<file path="src/rtl/imem_boot_pkg.sv">
// rtl/imem_boot_pkg.sv - shared types and constants for the instruction-memory boot loader
package imem_boot_pkg;

    typedef enum logic [2:0] {
        ST_IDLE,
        ST_HDR,
        ST_DATA,
        ST_CHK,
        ST_DONE,
        ST_ERR
    } state_t;

    localparam int MAX_WORDS_DEFAULT = 32;
    localparam int BYTES_PER_WORD    = 4;

endpackage

</file>
<file path="src/rtl/imem_byte_packer.sv">
// rtl/imem_byte_packer.sv - 8-to-32 big-endian shift assembler with word-complete pulse
module imem_byte_packer
    import imem_boot_pkg::*;
(
    input  logic        clk,
    input  logic        reset,
    input  logic        i_clear,
    input  logic        i_valid,
    input  logic [7:0]  i_byte,
    output logic [31:0] o_word,
    output logic        o_word_valid
);

    // Only the first three bytes need storage; the fourth is taken straight from the input.
    logic [23:0] r_shift;
    logic [1:0]  r_idx;

    // Shift accepted bytes in MSB first and track the byte position within the word.
    always_ff @(posedge clk or posedge reset) begin
        if (reset) begin
            r_shift <= '0;
            r_idx   <= '0;
        end else if (i_clear) begin
            r_shift <= '0;
            r_idx   <= '0;
        end else if (i_valid) begin
            r_shift <= {r_shift[15:0], i_byte};
            r_idx   <= r_idx + 2'd1;
        end
    end

    assign o_word       = {r_shift, i_byte};
    assign o_word_valid = i_valid && !i_clear && (r_idx == 2'(BYTES_PER_WORD - 1));

endmodule

</file>
<file path="src/rtl/imem_boot_loader.sv">
// rtl/imem_boot_loader.sv - loads a checksummed program frame into instruction memory, then releases the core
module imem_boot_loader
    import imem_boot_pkg::*;
#(
    parameter int MAX_WORDS = MAX_WORDS_DEFAULT,
    parameter int ADDR_W    = 5
) (
    input  logic              clk,
    input  logic              reset,
    input  logic              start,
    input  logic              in_valid,
    input  logic [7:0]        in_data,
    output logic              in_ready,
    output logic              imem_we,
    output logic [ADDR_W-1:0] imem_waddr,
    output logic [31:0]       imem_wdata,
    output logic              cpu_reset,
    output logic              busy,
    output logic              done,
    output logic              error,
    output logic [ADDR_W:0]   words_loaded
);

    localparam logic [7:0]    LP_MAX_N = 8'(MAX_WORDS);
    localparam logic [ADDR_W:0] LP_ONE = (ADDR_W + 1)'(1);

    state_t              r_state;
    state_t              w_next;
    logic                w_in_ready;
    logic                w_busy;
    logic                w_done;
    logic                w_error;
    logic                w_hdr_ok;
    logic                w_last_word;
    logic                w_begin;
    logic                w_clear_load;
    logic                w_pack_valid;
    logic                w_word_valid;
    logic [31:0]         w_word;

    logic [ADDR_W:0]     r_count;
    logic [ADDR_W:0]     r_words_loaded;
    logic [7:0]          r_csum;
    logic                r_we;
    logic [ADDR_W-1:0]   r_waddr;
    logic [31:0]         r_wdata;
    logic                r_cpu_reset;

    assign w_hdr_ok     = (in_data != 8'd0) && (in_data <= LP_MAX_N);
    assign w_last_word  = ((r_words_loaded + LP_ONE) == r_count);
    assign w_begin      = start && ((r_state == ST_IDLE) || (r_state == ST_DONE) || (r_state == ST_ERR));
    assign w_clear_load = (r_state == ST_IDLE) || w_begin;
    assign w_pack_valid = in_valid && (r_state == ST_DATA);

    imem_byte_packer u_packer (
        .clk          (clk),
        .reset        (reset),
        .i_clear      (r_state != ST_DATA),
        .i_valid      (w_pack_valid),
        .i_byte       (in_data),
        .o_word       (w_word),
        .o_word_valid (w_word_valid)
    );

    // State register.
    always_ff @(posedge clk or posedge reset) begin
        if (reset) begin
            r_state <= ST_IDLE;
        end else begin
            r_state <= w_next;
        end
    end

    // Next-state decode plus the status outputs that are pure functions of state.
    always_comb begin
        w_next     = r_state;
        w_in_ready = 1'b0;
        w_busy     = 1'b0;
        w_done     = 1'b0;
        w_error    = 1'b0;
        case (r_state)
            ST_IDLE: begin
                if (start) w_next = ST_HDR;
            end
            ST_HDR: begin
                w_in_ready = 1'b1;
                w_busy     = 1'b1;
                if (in_valid) w_next = w_hdr_ok ? ST_DATA : ST_ERR;
            end
            ST_DATA: begin
                w_in_ready = 1'b1;
                w_busy     = 1'b1;
                if (w_word_valid && w_last_word) w_next = ST_CHK;
            end
            ST_CHK: begin
                w_in_ready = 1'b1;
                w_busy     = 1'b1;
                if (in_valid) w_next = (in_data == r_csum) ? ST_DONE : ST_ERR;
            end
            ST_DONE: begin
                w_done = 1'b1;
                if (start) w_next = ST_HDR;
            end
            ST_ERR: begin
                w_error = 1'b1;
                if (start) w_next = ST_HDR;
            end
            default: w_next = ST_IDLE;
        endcase
    end

    // Frame bookkeeping and the registered memory write port; a completed word is written the cycle after its last byte.
    always_ff @(posedge clk or posedge reset) begin
        if (reset) begin
            r_count        <= '0;
            r_words_loaded <= '0;
            r_csum         <= '0;
            r_we           <= 1'b0;
            r_waddr        <= '0;
            r_wdata        <= '0;
            r_cpu_reset    <= 1'b1;
        end else begin
            r_cpu_reset <= (w_next != ST_DONE);
            r_we        <= w_word_valid;
            if (w_clear_load) begin
                r_words_loaded <= '0;
                r_csum         <= '0;
            end else begin
                if (w_word_valid) begin
                    r_waddr        <= r_words_loaded[ADDR_W-1:0];
                    r_wdata        <= w_word;
                    r_words_loaded <= r_words_loaded + LP_ONE;
                end
                if (w_pack_valid) r_csum <= r_csum ^ in_data;
            end
            if ((r_state == ST_HDR) && in_valid && w_hdr_ok) r_count <= in_data[ADDR_W:0];
        end
    end

    assign in_ready     = w_in_ready;
    assign busy         = w_busy;
    assign done         = w_done;
    assign error        = w_error;
    assign imem_we      = r_we;
    assign imem_waddr   = r_waddr;
    assign imem_wdata   = r_wdata;
    assign cpu_reset    = r_cpu_reset;
    assign words_loaded = r_words_loaded;

endmodule

</file>
<file path="config.mk">
export PLATFORM = sky130hd
export DESIGN_NAME = imem_boot_loader
export DESIGN_NICKNAME = d
export VERILOG_FILES = /design/src/rtl/imem_boot_pkg.sv /design/src/rtl/imem_byte_packer.sv /design/src/rtl/imem_boot_loader.sv
export SDC_FILE = /design/constraint.sdc
export NUM_CORES = 1
export LEC_CHECK = 0
export CELL_PAD_IN_SITES_DETAIL_PLACEMENT = 1
export CELL_PAD_IN_SITES_GLOBAL_PLACEMENT = 1
export CORE_MARGIN = 4
export CORE_UTILIZATION = 35
export CTS_CLUSTER_DIAMETER = 150
export DETAILED_ROUTE_END_ITERATION = 8
export PLACE_DENSITY = 0.77
export SKIP_CTS_REPAIR_TIMING = 1
export SKIP_LAST_GASP = 1
export SLEW_MARGIN = 20
export SYNTH_ARGS = -nofsm -noshare
export SYNTH_HDL_FRONTEND = slang
export SYNTH_SLANG_ARGS = --single-unit
export TNS_END_PERCENT = 10
</file>
<file path="constraint.sdc">
create_clock -name clk -period 3.1 [get_ports clk]
set_clock_uncertainty 0.2 [all_clocks]
set_input_delay 0.31 -clock clk [delete_from_list [all_inputs] [get_ports clk]]
set_output_delay 0.31 -clock clk [all_outputs]
set_load 0.03 [all_outputs]
</file>
Word-level counts from Yosys, hierarchy flattened
Index checks and enable logic that the tools add are counted.

cells by class
  $add $sub $neg = 2
  order comparisons = 1
  equality and inequality tests = 10
  multiplexer cells = 18
  bitwise logic cells = 2
  reductions and logical operators = 20

operator list
  cell                                                 number
  2-to-1 mux 24 bit                                    2
  2-to-1 mux 8 bit                                     2
  2-to-1 mux 3 bit                                     5
  2-to-1 mux 6 bit                                     2
  one-hot mux 3 bit (4 select lines)                   1
  == test 8 bit                                        1
  <= comparator 8 x 6 -> 1 bit, second input constant  1
  logical AND 1 bit                                    8
  nonzero test 8 bit                                   1
  bitwise XOR 8 bit                                    1
  adder 6 x 1 -> 6 bit, second input constant          1
  == test 3 x 2 -> 1 bit, second input constant        2
  == test 3 bit, second input constant                 2
  == test 6 bit                                        1
  nonzero test 2 bit                                   3
  OR reduction 3 bit                                   2
  2-to-1 mux 1 bit                                     4
  2-to-1 mux 2 bit                                     2
  == test 3 x 1 -> 1 bit, second input constant        1
  logical NOT 3 bit                                    1
  logical OR 1 bit                                     3
  != test 3 x 2 -> 1 bit, second input constant        1
  != test 3 bit, second input constant                 1
  adder 2 x 1 -> 2 bit, second input constant          1
  4 further kinds                                      4

word-level totals
  flip-flop bits (word level) = 88
  input bits = 12
  output and inout port bits = 49
  logic and storage cells = 63

Depth between registers and ports, before layout
Gate-level depths: netlist of run 1.

  depth in word-level cells = 8
  depth in mapped cells = 6
  depth with buffers taken out = 5

Hierarchy
From an unflattened synthesis of run 1, not the netlist that was laid out.

second synthesis, totals
  cell total of the unflattened synthesis = 324
  area total of the unflattened synthesis = 3938.8 sq um

by module, submodules not included
  module            times used  cells each  area each (sq um)
  imem_boot_loader  1           228         2778.9
  imem_byte_packer  1           96          1159.9

Least setup slack after synthesis of run 1
OpenSTA, ideal clock, no wires.

  kind = input to register
  start point = in in_data[1]
  end point = reg r_count[1]
  library setup time = 0.125 ns
  arrival time = 1.823 ns
  slack = 0.952 ns
  stages on the path = 5
  path through = or4_1 -> o21ai_1 -> nand3_2 -> nor3_4 -> mux2_2

on the way
  cells in the longest elaborated chain, start to end = 3
  elaborated cells between the ends (all ways) = 4
  classes of those cells = 1 x order compare; 3 x reduce/logical

ends and longest elaborated chain
  what                                                                       line                     RTL
  start, declared                                                            imem_boot_loader.sv:12   input logic [7:0] in_data,
  <= comparator 8 x 6 -> 1 bit / nonzero test 8 bit (equally long branches)  imem_boot_loader.sv:49   assign w_hdr_ok = (in_data != 8'd0) && (in_data <= LP_MAX_N);
  logical AND 1 bit                                                          imem_boot_loader.sv:49
  logical AND 1 bit                                                          imem_boot_loader.sv:136  if ((r_state == ST_HDR) && in_valid && w_hdr_ok) r_count <= in_data[ADDR_W:0];
  end signal, assigned                                                       imem_boot_loader.sv:136
  end, declared                                                              imem_boot_loader.sv:41   logic [ADDR_W:0] r_count;

Several ways; a longest one is shown, not always the timed one.
A chain may end at the register's enable or synchronous reset.

Worst setup path in the final report of run 1
Ends and elaborated chain as after synthesis.

==> results of run 1 <==
## how the worst max path moves through the flow
| stage | start | endpoint | slack, ns | depth (start not counted) |
|---|---|---|---|---|
| finish | in_data[1] | r_count[1]$_DFFE_PP0P_ | 0.62 | 6 |
| global route | in_data[1] | r_count[1]$_DFFE_PP0P_ | 0.50 | 6 |
| CTS | in_data[1] | r_count[1]$_DFFE_PP0P_ | 0.64 | 6 |
| detailed placement | in_data[1] | r_count[1]$_DFFE_PP0P_ | 0.27 | 6 |
| global placement | in_data[1] | r_count[5]$_DFFE_PP0P_ | 0.35 | 6 |
| floorplan | reset | imem_waddr[0]$_DFFE_PP0P_ | 0.31 | 1 |
## through the flow
| step | std cells | utilization (%) | cell area (um^2) | hold slack [ns] | setup WS (ns) |
|---|---|---|---|---|---|
| floorplan | 394 | - | 3850 | 0.215 | 0.313 |
| global placement | 584 | 42.8 | 4620 | 0.254 | 0.354 |
| detailed placement | 584 | 42.8 | 4620 | 0.262 | 0.266 |
| CTS | 600 | 44.7 | 4820 | 0.130 | 0.639 |
| global route | 600 | 44.7 | 4820 | 0.157 | 0.504 |
| finish | 600 | 44.7 | 4820 | 0.146 | 0.624 |
## per-layer routing
metal  up-vias  part of all wire [%]  track usage [%]
met4         0                   1.2             4.65
met3        12                   3.1             3.10
met1      1461                    43             20.6
met5         -                     0                0
li1       1405                     -                -
met2        45                    53             28.8
## report_power, final
part / switching, mW / internal (mW) / leakage, nW
Clock: 0.418 / 0.397 / 0.102
Combinational: 0.213 / 0.161 / 1.03
Sequential: 0.0603 / 1.20 / 1.21
## cells by family after synthesis
family                   Yosys count  synth area share (%)
AND/OR/NAND/NOR                  192                  20.8
buffers and inverters             25                  2.80
flip-flops                        88                  57.3
adder cells (fa/ha/maj)            2                 0.651
AO/OA/AOI/OAI                     38                  6.08
multiplexers                      31                  8.26
XOR/XNOR                          18                  4.10
## worst register-to-register path, stage by stage (launching register included)
cell and delay [ns]:
dfrtp_1 0.47, nor2_1 0.29, nand4_1 0.16, buf_4 0.29, inv_1 0.30, buf_4 0.31
nand2_1 0.11, nand2_1 0.06
## layout by cell type, fill, tap and decap left out, drive strengths merged, types with 2 or more instances in the layout
cell           instances
inv                    4
clkdlybuf4s50         59
ha                     2
nor2b                  2
mux2i                 25
buf                   11
nand4                  2
nand2                120
clkbuf                10
clkinv                 5
xnor2                  6
mux2                   6
a32oi                  2
and3                   3
nor2                  46
xor2                  12
nand3                  3
nor3                   3
dfrtp                 87
o211ai                 2
o21ai                 25
nand2b                 8
## registers in the layout (all words and copies together) (netlist names)
signal	flops
imem_wdata	32
u_packer.r_shift	24
r_csum	8
r_count	6
words_loaded	6
imem_waddr	5
r_state	3
u_packer.r_idx	2
cpu_reset	1
imem_we	1
## cell type report
class | instances | area [um^2]
clock buffer | 10 | 138
timing repair buffer | 70 | 683
multi-input combinational | 281 | 1540
clock inverter | 6 | 68.8
inverter | 5 | 20.0
fill | 1240 | 5970
sequential | 88 | 2200
tap | 140 | 175
==> results.md, run 1 <==
- Post-Syn Instances: 394
- Reg2reg start: r_state[0]$_DFF_PP0_
- Worst Setup Start Kind: primary input
- Synth cell count leaders: 120 x nand2_1, 87 x dfrtp_1, 46 x nor2_1
- Vias/cell: 4.87
- Mean Syn Cell Area: 9.76 um^2
- Share of the synthesized area in the top cell type: 56.6%
- WL final: 9.96 mm
- Most frequent cell after synthesis: nand2_1
- Yosys cell types: 41
- Main synth FF type: dfrtp_1
- Row cnt: 38
- Vias in the first global route: 3190
- TNS Setup: 0 ns
- Post-synth net total: 408
- Initial Util: 35.6%
- Worst EP required: 3.14 ns
- Post-route minimum period: 2.48 ns
- Post-synthesis sequential area ratio: 57.3%
- Tcrit/Tclk final: 79.9%
- Fin. max-slew vios: 0
- EDFF count, synth: 0
- # H-tree levels: 3
- P_leak: 2.35 nW
- RR Endpoint: imem_wdata[8]$_DFFE_PP0P_
- DR pass1 iterations: 4
- Via Count: 2923
- Number of max-cap violations: 0
- Slew headroom: 41.7%
- Synthesized cell area: 3850 um^2
- Critical-path maximum fanout: 7
- TritonCTS sink count: 88
- Core box area: 10800 um^2
- Setup CP Type: in -> reg
- Pin count of the biggest net entering global routing: 54
- Fin nets: 469
- Initial antenna violation count: 0
- CTS tree: built
- TritonCTS Buffers: 9
- Port Buf Inserts: 60
- CP peak stage delay: 0.56 ns
- Die height: 113 um
- CTS Buffer Depth: 2
- Number of diodes: 0
- GP Congestion: 0.785
- Count of warnings emitted by yosys: 0
- DP HPWL: 6.90 mm
- GRT Residual Overflow: 0
- Peak VDD IR: 334 uV
- First-pass GRT wire length: 16.6 mm
- HP Class: in -> async
- Reg2reg setup slack: 0.83 ns
- Drc violations: 0
- Synth top area cells: dfrtp_1 57%, nand2_1 12%, mux2i_1 6.5%, nor2_1 4.5%, o21ai_0 3.1%
- Status: completed
- Slowest-stage cell, CP: or4_1
- Buffers and inverters on the worst path: 1
- Drt wl/cell: 16.6 um
- Final setup fails: 0
- I/O pin count: 61
- Die area: 12700 um^2
- Initial DRC Count: 133
- Total GRT Usage: 16.4%
- Layout cell share with drive strength beyond 1: 8.70%
- CP delay by family, top: simple AND/OR/NAND/NOR gates
- PD cells: 508 nW/um^2
- CTS Root Cell: clkbuf_8
- Layout area overhead: 25.4%
- Worst-margin pin slew: 0.872 ns
- CP Capture Type: flip-flop
- CP arrival: 2.52 ns
- Post-route ant nets: 0
- Critical Path, Cell by Cell: clkdlybuf4s50_1 > or4_1 > o21ai_1 > nand3_2 > nor3_4 > mux2_2
- Pwr Total: 2.45 mW
- Ys async rst share: 100%
- FF+latch count, synth: 88
- Worst Reg2Reg Path Length in Cells: 7
- Final Hold Vio Count: 0
- Clock Latency Late Sink: 0.35 ns
- Die X: 113 um
- Maximum operating frequency: 0.404 GHz
- RSZ-0062 raised after global routing: no
- Worst-path clk slew: 0.09 ns
- Synth area leader: dfrtp_1
Note: power is estimated with default switching activity, not from simulation.
==> run 2, diff against run 1 <==
- PLACE_DENSITY: 0.77 -> 0.8
- clock period: 3.1 -> 2.2 ns (I/O delays scaled with it)
==> results.md, run 2 (synthesized netlist as in run 1, its figures left out) <==
- Status: finished with violations (was completed)
- Failing checks: negative setup slack
- Vias in the first global route: 3349 (was 3190)
- DP HPWL: 6.77 mm (was 6.90 mm)
- Number of diodes: 0 (unchanged)
- Number of max-cap violations: 0 (unchanged)
- Core box area: 10800 um^2 (unchanged)
- Drc violations: 0 (unchanged)
- HP Class: in -> reg (was in -> async)
- PD cells: 766 nW/um^2 (was 508 nW/um^2)
- Pin count of the biggest net entering global routing: 89 (was 54)
- Setup CP Type: in -> reg (unchanged)
- Layout area overhead: 29.8% (was 25.4%)
- Port Buf Inserts: 60 (unchanged)
- Worst-path clk slew: 0.09 ns (about the same)
- Max reg flops: 32 (unchanged)
- Critical-path maximum fanout: 7 (unchanged)
- TritonCTS Buffers: 9 (unchanged)
- CP peak stage delay: 0.57 ns (was 0.56 ns)
- Fin. max-slew vios: 0 (unchanged)
- Peak VDD IR: 481 uV (was 334 uV)
- Worst-margin pin slew: 0.471 ns (was 0.872 ns)
- CP arrival: 2.26 ns (was 2.52 ns)
- Critical Path, Cell by Cell: clkdlybuf4s50_1 > or4_4 > o21ai_2 > nand3_2 > nor3_4 > mux2_2 (was clkdlybuf4s50_1 > or4_1 > o21ai_1 > nand3_2 > nor3_4 > mux2_2)
- CTS Buffer Depth: 2 (unchanged)
- Commonest non-fill, non-tap cell in the layout: nand2_1 (unchanged)
- P_leak: 2.44 nW (was 2.35 nW)
- TritonCTS sink count: 88 (unchanged)
- Drt wl/cell: 16.3 um (was 16.6 um)
- Vias/cell: 4.87 (about the same)
- Tcrit/Tclk final: 101%
- Worst Setup Start Kind: primary input (unchanged)
- RSZ-0062 raised after global routing: yes (was no)
- CTS Root Cell: clkbuf_8 (unchanged)
- Die area: 12700 um^2 (unchanged)
- I/O pin count: 61 (unchanged)
- Initial DRC Count: 125 (was 133)
- Sequential standard cell area: 2200 um^2 (unchanged)
- Initial Util: 35.6% (unchanged)
- Worst Reg2Reg Path Length in Cells: 6 (was 7)
- Pre-CTS setup slack: -0.485 ns (was 0.266 ns)
- Via Count: 2982 (was 2923)
- Final Hold Vio Count: 0 (unchanged)
- Die X: 113 um (unchanged)
- Fin nets: 481 (was 469)
- Clock Latency Late Sink: 0.35 ns (about the same)
- Final setup fails: 6 (was 0)
- GP Congestion: 0.772 (was 0.785)
- Die height: 113 um (unchanged)
- Post-route ant nets: 0 (unchanged)
- # H-tree levels: 3 (unchanged)
- CP Capture Type: flip-flop (unchanged)
- Placed cell areas: 4710 um^2 (was 4620 um^2)
- # fillers: 1232 (was 1240)
- Setup ws final: -0.0189 ns (was 0.624 ns)
- First-pass GRT wire length: 16.9 mm (was 16.6 mm)
- DR pass1 iterations: 4 (unchanged)
- Total GRT Usage: 16.7% (was 16.4%)
- Worst EP required: 2.24 ns (was 3.14 ns)
- Post-route minimum period: 2.22 ns
- Slew headroom: 68.6% (was 41.7%)
- Row cnt: 38 (unchanged)
- WL final: 9.96 mm (about the same)
- Most frequent cells in the layout: 120 x nand2_1, 87 x dfrtp_1, 58 x clkdlybuf4s50_1 (was 120 x nand2_1, 87 x dfrtp_1, 59 x clkdlybuf4s50_1)
- Slowest-stage cell, CP: or4_4 (was or4_1)
- Initial antenna violation count: 0 (unchanged)
- Design area: 4990 um^2 (was 4820 um^2)
- Multi-input gate area: 1550 um^2 (was 1540 um^2)
- Maximum operating frequency: 0.451 GHz
- CTS tree: built (unchanged)
- Worst Hold Depth: 3
- GRT Residual Overflow: 0 (unchanged)
- Layout cell share with drive strength beyond 1: 11.4% (was 8.70%)
## run 2: changes by cell type in the layout (fill, tap and decap cells not counted), moves of 2 or more
cell	change
bufinv_16	+3
clkinv_2	-2
clkinv_4	-3
buf_4	+12
## run 2: final timing paths
path	from	to	slack (ns)
setup / recovery	in_data[1]	r_count[3]$_DFFE_PP0P_	-0.02
hold / removal	in_valid	r_state[1]$_DFF_PP0_	0.06
setup reg to reg	r_state[0]$_DFF_PP0_	r_state[0]$_DFF_PP0_	0.10
hold reg to reg	u_packer.r_shift[21]$_DFFE_PP0P_	imem_wdata[29]$_DFFE_PP0P_	0.28
max in group asynchronous	reset	r_csum[0]$_DFFE_PP0P_	1.28
min in group asynchronous	reset	words_loaded[5]$_DFFE_PP0P_	0.15
## run 2: cell type report
type	instances	area share (%)
clock buffers	11	2.83
clock inverters	5	2.56
inverters	5	0.451
multi-input cells	281	31.0
flip-flops and latches	88	44.1
well taps	140	3.51
repair buffers	82	15.5
## run 2: worst max-delay path: cells and delay by family
family	cells	cell delay, ns
buf+inv	1	0.48
mux	1	0.39
compound gates	1	0.17
simple gates	3	1.00
## run 2: stage by stage
step | setup TNS [ns] | cells | utilization (%) | hold slack, ns | power [mW]
4_1_cts | -0.650 | 612 | 46.1 | 0.0325 | 3.87
3_3_place_gp | -3.24 | 596 | 43.6 | 0.259 | 2.33
6_report | -0.0720 | 612 | 46.2 | 0.0580 | 3.82
3_5_place_dp | -3.94 | 596 | 43.6 | 0.262 | 2.36
2_1_floorplan | 0 | 394 | - | 0.125 | 2.15
5_1_grt | -0.600 | 612 | 46.2 | 0.0417 | 4.01
## run 2: routing by layer
metal | up-vias | part of all wire (%) | GRT usage (%)
li1 | 1421 | - | -
met1 | 1503 | 45 | 21.3
met2 | 46 | 51 | 28.7
met3 | 12 | 2.7 | 3.05
met4 | 0 | 1.5 | 5.53
met5 | - | 0 | 0
## run 2: report_power, final
group          switching, mW  internal (mW)
clock network          0.581          0.901
registers             0.0915           1.69
logic                  0.313          0.244
total                  0.986           2.84
